`src/rtl/blink64_mixcol_sched_if.sv`:
```
// Handshake bundle for the Blink-64 MixColumns scheduler: two job request
// ports, one tagged response port, and the busy flag.
interface blink64_mixcol_sched_if #(
    parameter int CNT_W = 4
);
    logic             req0_valid;
    logic             req0_ready;
    logic [63:0]      req0_data;
    logic [CNT_W-1:0] req0_cnt;
    logic             req1_valid;
    logic             req1_ready;
    logic [63:0]      req1_data;
    logic [CNT_W-1:0] req1_cnt;
    logic             rsp_valid;
    logic             rsp_ready;
    logic [63:0]      rsp_data;
    logic             rsp_id;
    logic             busy;

    modport slave (
        input  req0_valid, req0_data, req0_cnt,
        input  req1_valid, req1_data, req1_cnt,
        input  rsp_ready,
        output req0_ready, req1_ready,
        output rsp_valid, rsp_data, rsp_id, busy
    );

    modport master (
        output req0_valid, req0_data, req0_cnt,
        output req1_valid, req1_data, req1_cnt,
        output rsp_ready,
        input  req0_ready, req1_ready,
        input  rsp_valid, rsp_data, rsp_id, busy
    );
endinterface

```
`src/rtl/blink64_mixcol_sched.sv`:
```
// Round-robin scheduler that shares one Blink-64 MixColumns unit between two
// requesters, iterating it a per-job number of times on a registered state.
//
// state | meaning
// IDLE  | waiting for a request; ready goes to the round-robin winner
// RUN   | applying MixColumns once per cycle, rem counts down to 1
// DONE  | result held on rsp_* until the consumer takes it
module blink64_mixcol_sched #(
    parameter int CNT_W = 4
) (
    input  logic                    clk,
    input  logic                    rst_n,
    blink64_mixcol_sched_if.slave   bus
);

    typedef enum logic [1:0] {
        IDLE = 2'd0,
        RUN  = 2'd1,
        DONE = 2'd2
    } state_e;

    state_e           fsm_q, fsm_d;
    logic [63:0]      st_q, st_d;
    logic [CNT_W-1:0] rem_q, rem_d;
    logic             id_q, id_d;
    logic             last_q, last_d;
    logic             rsp_valid_q, rsp_valid_d;
    logic             busy_q, busy_d;

    logic             win0, win1;
    logic [CNT_W-1:0] sel_cnt;

    // Each output nibble is the XOR of the other three nibbles in its column,
    // i.e. column parity XOR the nibble itself.
    function automatic logic [63:0] mix_col(input logic [63:0] s);
        logic [63:0] r;
        logic [3:0]  colx;
        r = '0;
        for (int c = 0; c < 4; c++) begin
            colx = s[4*c +: 4] ^ s[4*(c+4) +: 4] ^ s[4*(c+8) +: 4] ^ s[4*(c+12) +: 4];
            for (int row = 0; row < 4; row++) begin
                r[4*(4*row+c) +: 4] = colx ^ s[4*(4*row+c) +: 4];
            end
        end
        return r;
    endfunction

    // last_q names the port served most recently; the other one has priority.
    assign win0 = bus.req0_valid & (~bus.req1_valid | last_q);
    assign win1 = bus.req1_valid & (~bus.req0_valid | ~last_q);

    assign bus.req0_ready = (fsm_q == IDLE) & win0;
    assign bus.req1_ready = (fsm_q == IDLE) & win1;

    assign sel_cnt = win1 ? bus.req1_cnt : bus.req0_cnt;

    always_comb begin
        fsm_d  = fsm_q;
        st_d   = st_q;
        rem_d  = rem_q;
        id_d   = id_q;
        last_d = last_q;
        case (fsm_q)
            IDLE: begin
                if (win0 | win1) begin
                    st_d   = win1 ? bus.req1_data : bus.req0_data;
                    rem_d  = sel_cnt;
                    id_d   = win1;
                    last_d = win1;
                    fsm_d  = (sel_cnt != '0) ? RUN : DONE;
                end
            end
            RUN: begin
                st_d  = mix_col(st_q);
                rem_d = rem_q - CNT_W'(1);
                if (rem_q == CNT_W'(1)) begin
                    fsm_d = DONE;
                end
            end
            DONE: begin
                if (bus.rsp_ready) begin
                    fsm_d = IDLE;
                end
            end
            default: fsm_d = IDLE;
        endcase
        rsp_valid_d = (fsm_d == DONE);
        busy_d      = (fsm_d != IDLE);
    end

    always_ff @(posedge clk or negedge rst_n) begin
        if (!rst_n) begin
            fsm_q       <= IDLE;
            st_q        <= '0;
            rem_q       <= '0;
            id_q        <= 1'b0;
            last_q      <= 1'b1;
            rsp_valid_q <= 1'b0;
            busy_q      <= 1'b0;
        end else begin
            fsm_q       <= fsm_d;
            st_q        <= st_d;
            rem_q       <= rem_d;
            id_q        <= id_d;
            last_q      <= last_d;
            rsp_valid_q <= rsp_valid_d;
            busy_q      <= busy_d;
        end
    end

    assign bus.rsp_valid = rsp_valid_q;
    assign bus.rsp_data  = st_q;
    assign bus.rsp_id    = id_q;
    assign bus.busy      = busy_q;

endmodule

```
`src/flat_wrapper.sv`:
```
// flat-port wrapper written by rule: the top's interface ports become plain ports
module blink64_mixcol_sched_flat 
#(
    parameter int CNT_W = 4
)
  (clk, rst_n, bus_req0_valid, bus_req0_data, bus_req0_cnt, bus_req1_valid, bus_req1_data, bus_req1_cnt, bus_rsp_ready, bus_req0_ready, bus_req1_ready, bus_rsp_valid, bus_rsp_data, bus_rsp_id, bus_busy);
  blink64_mixcol_sched_if #(.CNT_W(CNT_W)) bus_i ();
  input  logic clk;
  input  logic rst_n;
  input wire logic [$bits(bus_i.req0_valid)-1:0] bus_req0_valid;
  input wire logic [$bits(bus_i.req0_data)-1:0] bus_req0_data;
  input wire logic [$bits(bus_i.req0_cnt)-1:0] bus_req0_cnt;
  input wire logic [$bits(bus_i.req1_valid)-1:0] bus_req1_valid;
  input wire logic [$bits(bus_i.req1_data)-1:0] bus_req1_data;
  input wire logic [$bits(bus_i.req1_cnt)-1:0] bus_req1_cnt;
  input wire logic [$bits(bus_i.rsp_ready)-1:0] bus_rsp_ready;
  output wire logic [$bits(bus_i.req0_ready)-1:0] bus_req0_ready;
  output wire logic [$bits(bus_i.req1_ready)-1:0] bus_req1_ready;
  output wire logic [$bits(bus_i.rsp_valid)-1:0] bus_rsp_valid;
  output wire logic [$bits(bus_i.rsp_data)-1:0] bus_rsp_data;
  output wire logic [$bits(bus_i.rsp_id)-1:0] bus_rsp_id;
  output wire logic [$bits(bus_i.busy)-1:0] bus_busy;
  assign bus_i.req0_valid = bus_req0_valid;
  assign bus_i.req0_data = bus_req0_data;
  assign bus_i.req0_cnt = bus_req0_cnt;
  assign bus_i.req1_valid = bus_req1_valid;
  assign bus_i.req1_data = bus_req1_data;
  assign bus_i.req1_cnt = bus_req1_cnt;
  assign bus_i.rsp_ready = bus_rsp_ready;
  assign bus_req0_ready = bus_i.req0_ready;
  assign bus_req1_ready = bus_i.req1_ready;
  assign bus_rsp_valid = bus_i.rsp_valid;
  assign bus_rsp_data = bus_i.rsp_data;
  assign bus_rsp_id = bus_i.rsp_id;
  assign bus_busy = bus_i.busy;
  blink64_mixcol_sched #(.CNT_W(CNT_W)) u_core (.clk(clk), .rst_n(rst_n), .bus(bus_i));
endmodule
```
`config.mk`:
```
export PLATFORM = sky130hd
export DESIGN_NAME = blink64_mixcol_sched_flat
export DESIGN_NICKNAME = d
export VERILOG_FILES = /design/src/rtl/blink64_mixcol_sched_if.sv /design/src/rtl/blink64_mixcol_sched.sv /design/src/flat_wrapper.sv
export SDC_FILE = /design/constraint.sdc
export NUM_CORES = 1
export LEC_CHECK = 0
export CAP_MARGIN = 30
export CORE_ASPECT_RATIO = 1.25
export CORE_MARGIN = 2
export CORE_UTILIZATION = 46
export DETAILED_ROUTE_END_ITERATION = 10
export PLACE_DENSITY = 0.87
export SKIP_LAST_GASP = 1
export SLEW_MARGIN = 20
export SYNTH_ARGS = -nofsm -noshare
export SYNTH_HDL_FRONTEND = slang
export SYNTH_SLANG_ARGS = --single-unit
```
`constraint.sdc`:
```
create_clock -name clk -period 3 [get_ports clk]
set_clock_uncertainty 0.2 [all_clocks]
set_input_delay 0.45 -clock clk [delete_from_list [all_inputs] [get_ports clk]]
set_output_delay 0.45 -clock clk [all_outputs]
set_load 0.05 [all_outputs]
```
==> metrics.txt, run 1 <==
CORE AREA=10100 µm²; htree depth=3; reg-to-reg slack, setup=0.82 ns; CTS resizes=0; CP Capture Type=output port; Synth Instances=555; Starting DRT DRC Count=324; DRC violations left=0; Vias/cell=5.77; post-synthesis sequential area ratio=0.389; part of the power in registers=0.215; initial antenna violation count=0; period utilization=0.816; Hold Crit Depth=1; Slew @ Worst Pin=0.912 ns; Filler cells=724; Max Cap Violations=0; Int Power=5.47 mW; CTS clk-pin slew, worst paths=0.05 ns; worst-case clock buffer depth=2; CP required=2.35 ns; fin crit period=2.45 ns; vias post-DR=5079; syn nets=698; most frequent cell after synthesis=xnor2_1; Starting Density=0.471; WL per Instance=18.3 µm; Final Max Tran Viols=0; unique cell type count in the Yosys netlist=38; Die Y=118 µm; PortBufs=209; IO Count=210; FMAX=408 MHz; Worst Hold Class=reg2reg; grt peak-use layer=met2; P_sw=5.37 mW; predominant post-synthesis flop cell=dfrtp_1; share of the synthesized area in the top cell type=0.384; final hold violations=0; Synth Register Bits=74; Detail Placement HPWL=11600 µm; DIE AREA=11200 µm²; Die W=95.0 µm; combinational share of power=0.678; EDFF count, synth=0; Max VDD drop=890 µV; Final nets=889; Max-slew headroom=0.391; final setup TNS=0 ns; row count=41; r2r worst-path depth=5; YS warnings=0; total clock sinks=74; gpl congestion=0.852; gr usage total=0.290; largest net degree at the start of global routing=75; Routed Antenna Nets=0; met2 GRT Util=0.507; Clk pwr share=0.106; unrepaired setup endpoints after global routing=no; Area growth syn-to-layout=54.0%; Synth area leader=dfrtp_1; WL final=16100 µm; Setup CP Type=in2out; CTS tree=done; critical path startpoint category=input port; Pre-antenna DRT Iters=5; Sw Ratio=0.495; CP Max Fanout=6; antenna cells=0; first-pass GRT wire length=25400 µm; status=finished, final reports clean; met3 usage=0.0647; CTS buffer count=9; CTS Root Cell=clkbuf_16; grt ovf=0; final setup violating endpoints=0; Worst Path Arrival=1.80 ns; Async SR Flop Fraction=1.00; Hold Slack=0.313 ns; share of post-route cells with drive strength above 1=0.0559; synthesized area per cell=8.57 µm²; grt met1 use=0.329; vias in the first global route=5183; mapped cell area=4760 µm²; LEAKAGE=2.80 nW; Synth area leaders=dfrtp_1 38%, xnor2_1 18%, a21oi_1 7.0%, nand3_1 6.8%, a221o_1 6.7%; clock latency on the worst-skew pair=0.34 ns; Synth top cells by count=96 x xnor2_1, 73 x dfrtp_1, 69 x nand2_1, 67 x a21oi_1, 65 x nand3_1; Power Dens Cells=1480 nW/µm²
==> critical path, cell delays in order <==
cell and delay [ns]:
clkdlybuf4s50_1 0.60, a21bo_2 0.29, nor3_1 0.20, buf_4 0.25
==> layout by cell type, fill, tap and decap left out, types with 3 or more instances in the layout <==
cell type	instances
a211oi_1	4
a21oi_1	67
a221o_1	32
a31oi_1	33
and2_1	3
buf_12	3
buf_4	14
clkbuf_16	9
clkdlybuf4s50_1	206
clkinv_2	4
dfrtp_1	73
inv_1	4
nand2_1	69
nand3_1	65
nor2_1	35
nor3_1	3
o211ai_1	3
xnor2_1	96
==> cells by family after synthesis <==
family / share of synthesized area
adder cells (fa/ha/maj): 0.00526
buffers and inverters: 0.0481
flip-flops: 0.389
multiplexers: 0.00210
AO/OA/AOI/OAI: 0.210
XOR/XNOR: 0.177
AND/OR/NAND/NOR: 0.169
==> through the flow <==
step / worst slack, ns / std cells / utilization / area [µm²] / total power, mW
2_1_floorplan: 0.318 / 555 / - / 4760 / 7.51
3_3_place_gp: 0.427 / 862 / 0.690 / 6970 / 9.34
3_5_place_dp: 0.292 / 862 / 0.690 / 6970 / 9.60
4_1_cts: 0.536 / 878 / 0.721 / 7290 / 10.8
5_1_grt: 0.476 / 880 / 0.725 / 7330 / 11.5
6_report: 0.552 / 880 / 0.725 / 7330 / 10.8
==> power groups by stage <==
stage	registers [mW]	logic, mW	clock network (mW)
floorplan	3.77	3.73	0
global placement	2.27	7.07	0
detailed placement	2.32	7.28	0
CTS	2.32	7.35	1.17
global route	2.41	7.83	1.21
finish	2.33	7.35	1.15
==> layout make-up <==
cell class,count,area [µm²],area share
Timing Repair Buffer,225,2260,0.309
Inverter,4,15.0,0.00205
Multi-Input combinational cell,432,2710,0.370
Clock buffer,10,239,0.0326
Clock inverter,6,80.1,0.0109
Sequential cell,74,1850,0.253
Tap cell,129,161,0.0220
==> per-layer routing <==
metal	vias to the layer above	wire length (µm)
met5	-	0
met4	0	689
met3	54	1240
met2	257	8330
met1	2416	5850
li1	2352	-
==> registers in the layout, summed over array words and instances, names as in the netlist <==
register	count
u_core.last_q	1
u_core.bus.busy	1
u_core.bus.rsp_id	1
u_core.bus.rsp_data	64
u_core.fsm_q	2
u_core.rem_q	4
u_core.bus.rsp_valid	1
==> timing repair <==
item	CTS	global route
endpoints found under the setup margin	0	0
hold endpoints to repair	0	15
hold buffers	0	1
buffers inserted	0	0
==> final timing paths <==
kind                                  from                      end
min reg2reg                u_core.rem_q[3]          u_core.rem_q[3]
max                         bus_req1_valid           bus_req1_ready
max reg2reg                u_core.fsm_q[0]  u_core.bus.rsp_data[48]
max in group asynchronous            rst_n            u_core.last_q
min in group asynchronous            rst_n  u_core.bus.rsp_data[20]
min                        u_core.rem_q[3]          u_core.rem_q[3]
No activity file was read; power rests on OpenSTA's default activity.
==> inputs of run 2 (changes only) <==
--- a/config.mk
+++ b/config.mk
@@ -8,9 +8,9 @@
 export CAP_MARGIN = 30
 export CORE_ASPECT_RATIO = 1.25
 export CORE_MARGIN = 2
-export CORE_UTILIZATION = 46
+export CORE_UTILIZATION = 39
 export DETAILED_ROUTE_END_ITERATION = 10
-export PLACE_DENSITY = 0.87
+export PLACE_DENSITY = 0.78
 export SKIP_LAST_GASP = 1
 export SLEW_MARGIN = 20
 export SYNTH_ARGS = -nofsm -noshare
==> constraint.sdc (replaced) <==
create_clock -name clk -period 2 [get_ports clk]
set_clock_uncertainty 0.2 [all_clocks]
set_input_delay 0.3 -clock clk [delete_from_list [all_inputs] [get_ports clk]]
set_output_delay 0.3 -clock clk [all_outputs]
set_load 0.05 [all_outputs]
==> run 2 against run 1 <==
Against the previous run:
- highest routed layer unchanged
- utilization shrank 11 points
- global-route usage is 3.8 points lower
- sequential share of layout area decreased by 0.16 points
- sequential cell count stayed put
- combinational power grew 51%
- non-clock buffer count grew 9
- critical path depth unchanged
- via count is 0.33% higher
- cell count is 4.9% higher
- sequential power up 51%
==> metrics.txt, run 2 (same netlist as run 1, synthesis figures left out) <==
status=finished, final reports clean; largest net degree at the start of global routing=67 (-11%); part of the power in registers=0.218 (+0.003); critical path startpoint category=input port; Slew @ Worst Pin=0.498 ns (-0.413 ns); CP Capture Type=output port; total clock sinks=74 (unchanged); WL final=16800 µm (+4.4%); final setup violating endpoints=0 (unchanged); CTS tree=done; Max-slew headroom=0.665 (+0.275); Worst Hold Class=in2reg; WL per Instance=18.2 µm (-0.46%); Die W=103 µm (+8.2%); most frequent cells in the layout=138 x clkdlybuf4s50_1, 96 x xnor2_1, 79 x buf_4; Routed Antenna Nets=0 (unchanged); LEAKAGE=2.94 nW (+5.0%); final hold violations=0 (unchanged); post-route insts no fill=923 (+4.9%); htree depth=3 (unchanged); Worst Path Arrival=1.48 ns (-0.32 ns); CTS clk-pin slew, worst paths=0.06 ns (about the same); PortBufs=209 (unchanged); Area growth syn-to-layout=55.0%; initial antenna violation count=0 (unchanged); grt met1 use=0.297 (-0.0320); CP Max Fanout=5 (-1); CTS buffer count=9 (unchanged); max reg flops=64 (unchanged); clock latency on the worst-skew pair=0.33 ns (about the same); Power Dens Cells=2190 nW/µm² (+48%); met3 usage=0.0295 (-0.0351); commonest non-fill, non-tap cell in the layout=clkdlybuf4s50_1; worst-case clock buffer depth=2 (unchanged); Int Power=8.07 mW (+48%); CTS Root Cell=clkbuf_16; gpl congestion=0.877 (+3.0%); Die Y=127 µm (+8.3%); vias post-DR=5096 (+0.33%); grt ovf=0 (unchanged); Starting Density=0.395 (-0.0759); period utilization=0.991; overall power=16.2 mW (+49%); Max Cap Violations=0 (unchanged); cell count after placement=907 (+5.2%); Final nets=898 (+1.0%); Max VDD drop=1280 µV (+44%); antenna cells=0 (unchanged); Vias/cell=5.52 (-4.3%); P_sw=8.10 mW (+51%); CP required=1.50 ns (-0.85 ns); grt peak-use layer=met2; combinational share of power=0.684 (+0.006); Final Max Tran Viols=0 (unchanged); CORE AREA=12000 µm² (+19%); DRC violations left=0 (unchanged); DIE AREA=13100 µm² (+17%); Pre-antenna DRT Iters=5 (unchanged); Detail Placement HPWL=12300 µm (+6.6%); IO Count=210 (unchanged); fin crit period=1.98 ns; Clk pwr share=0.098 (-0.008); unrepaired setup endpoints after global routing=yes; first-pass GRT wire length=25900 µm (+2.2%); FMAX=505 MHz; gr usage total=0.252 (-0.0379); vias in the first global route=5222 (+0.75%); Sw Ratio=0.501 (+0.00542); row count=45 (+9.8%); Starting DRT DRC Count=366 (+13%); met2 GRT Util=0.456 (-0.0511); share of post-route cells with drive strength above 1=0.155 (+0.0995); Setup CP Type=in2out; setup bufs post-CTS=0 (unchanged)
==> run 2: per-stage QoR <==
stage | hold WS (ns) | utilization | TNS, ns | cell area, µm² | setup slack [ns]
after global routing | 0.333 | 0.612 | -0.0435 | 7370 | -0.0279
after CTS | 0.240 | 0.612 | -0.0161 | 7370 | -0.0161
after global placement | 0.0755 | 0.587 | -5.57 | 7070 | -0.152
after floorplan | -0.196 | - | 0 | 4770 | 0.0148
final | 0.257 | 0.612 | 0 | 7370 | 0.0185
after detailed placement | 0.0802 | 0.587 | -7.67 | 7070 | -0.151
==> run 2: path summary, 6_finish.rpt <==
kind                            cells after the start  slack (ns)            start                       to
max in group asynchronous                           3        0.69            rst_n  u_core.bus.rsp_data[37]
worst min-delay path                                3        0.26   bus_req1_valid            u_core.last_q
worst max-delay path                                4        0.02   bus_req0_valid           bus_req1_ready
worst max register to register                      5        0.18  u_core.fsm_q[0]  u_core.bus.rsp_data[19]
min in group asynchronous                           2        0.29            rst_n   u_core.bus.rsp_data[6]
worst min register to register                      1        0.32  u_core.rem_q[3]          u_core.rem_q[3]
==> run 2: per-layer routing <==
layer  vias up  part of all wire
li1       2367                 -
met3        34             0.064
met4         0             0.029
met1      2459              0.39
met5         -                 0
met2       236              0.52
==> run 2: critical path, stage by stage <==
cell	delay [ns]
clkdlybuf4s50_1	0.47
a21bo_2	0.31
nor3_2	0.20
buf_6	0.20
==> run 2: layout make-up <==
| type | instances | area (µm²) |
|---|---|---|
| Tap cell | 164 | 205 |
| Sequential cell | 74 | 1850 |
| Multi-Input combinational cell | 432 | 2730 |
| Fill cell | 1072 | 4680 |
| Clock buffer | 12 | 246 |
| Clock inverter | 3 | 40.0 |
| Timing Repair Buffer | 234 | 2280 |
| Inverter | 4 | 15.0 |
==> run 2: power groups by stage <==
stage / Combinational (mW) / Clock, mW / Sequential (mW)
after global routing: 11.8 / 1.68 / 3.64
after floorplan: 5.60 / 0 / 5.66
after CTS: 11.1 / 1.62 / 3.50
final: 11.1 / 1.59 / 3.52
after global placement: 10.8 / 0 / 3.45
after detailed placement: 11.0 / 0 / 3.51
==> run 2: timing repair <==
action	in CTS	in global routing
setup endpoints to repair	2	2
hold buffers	1	0
gates resized for setup	3	1
endpoints found under the hold margin	31	0
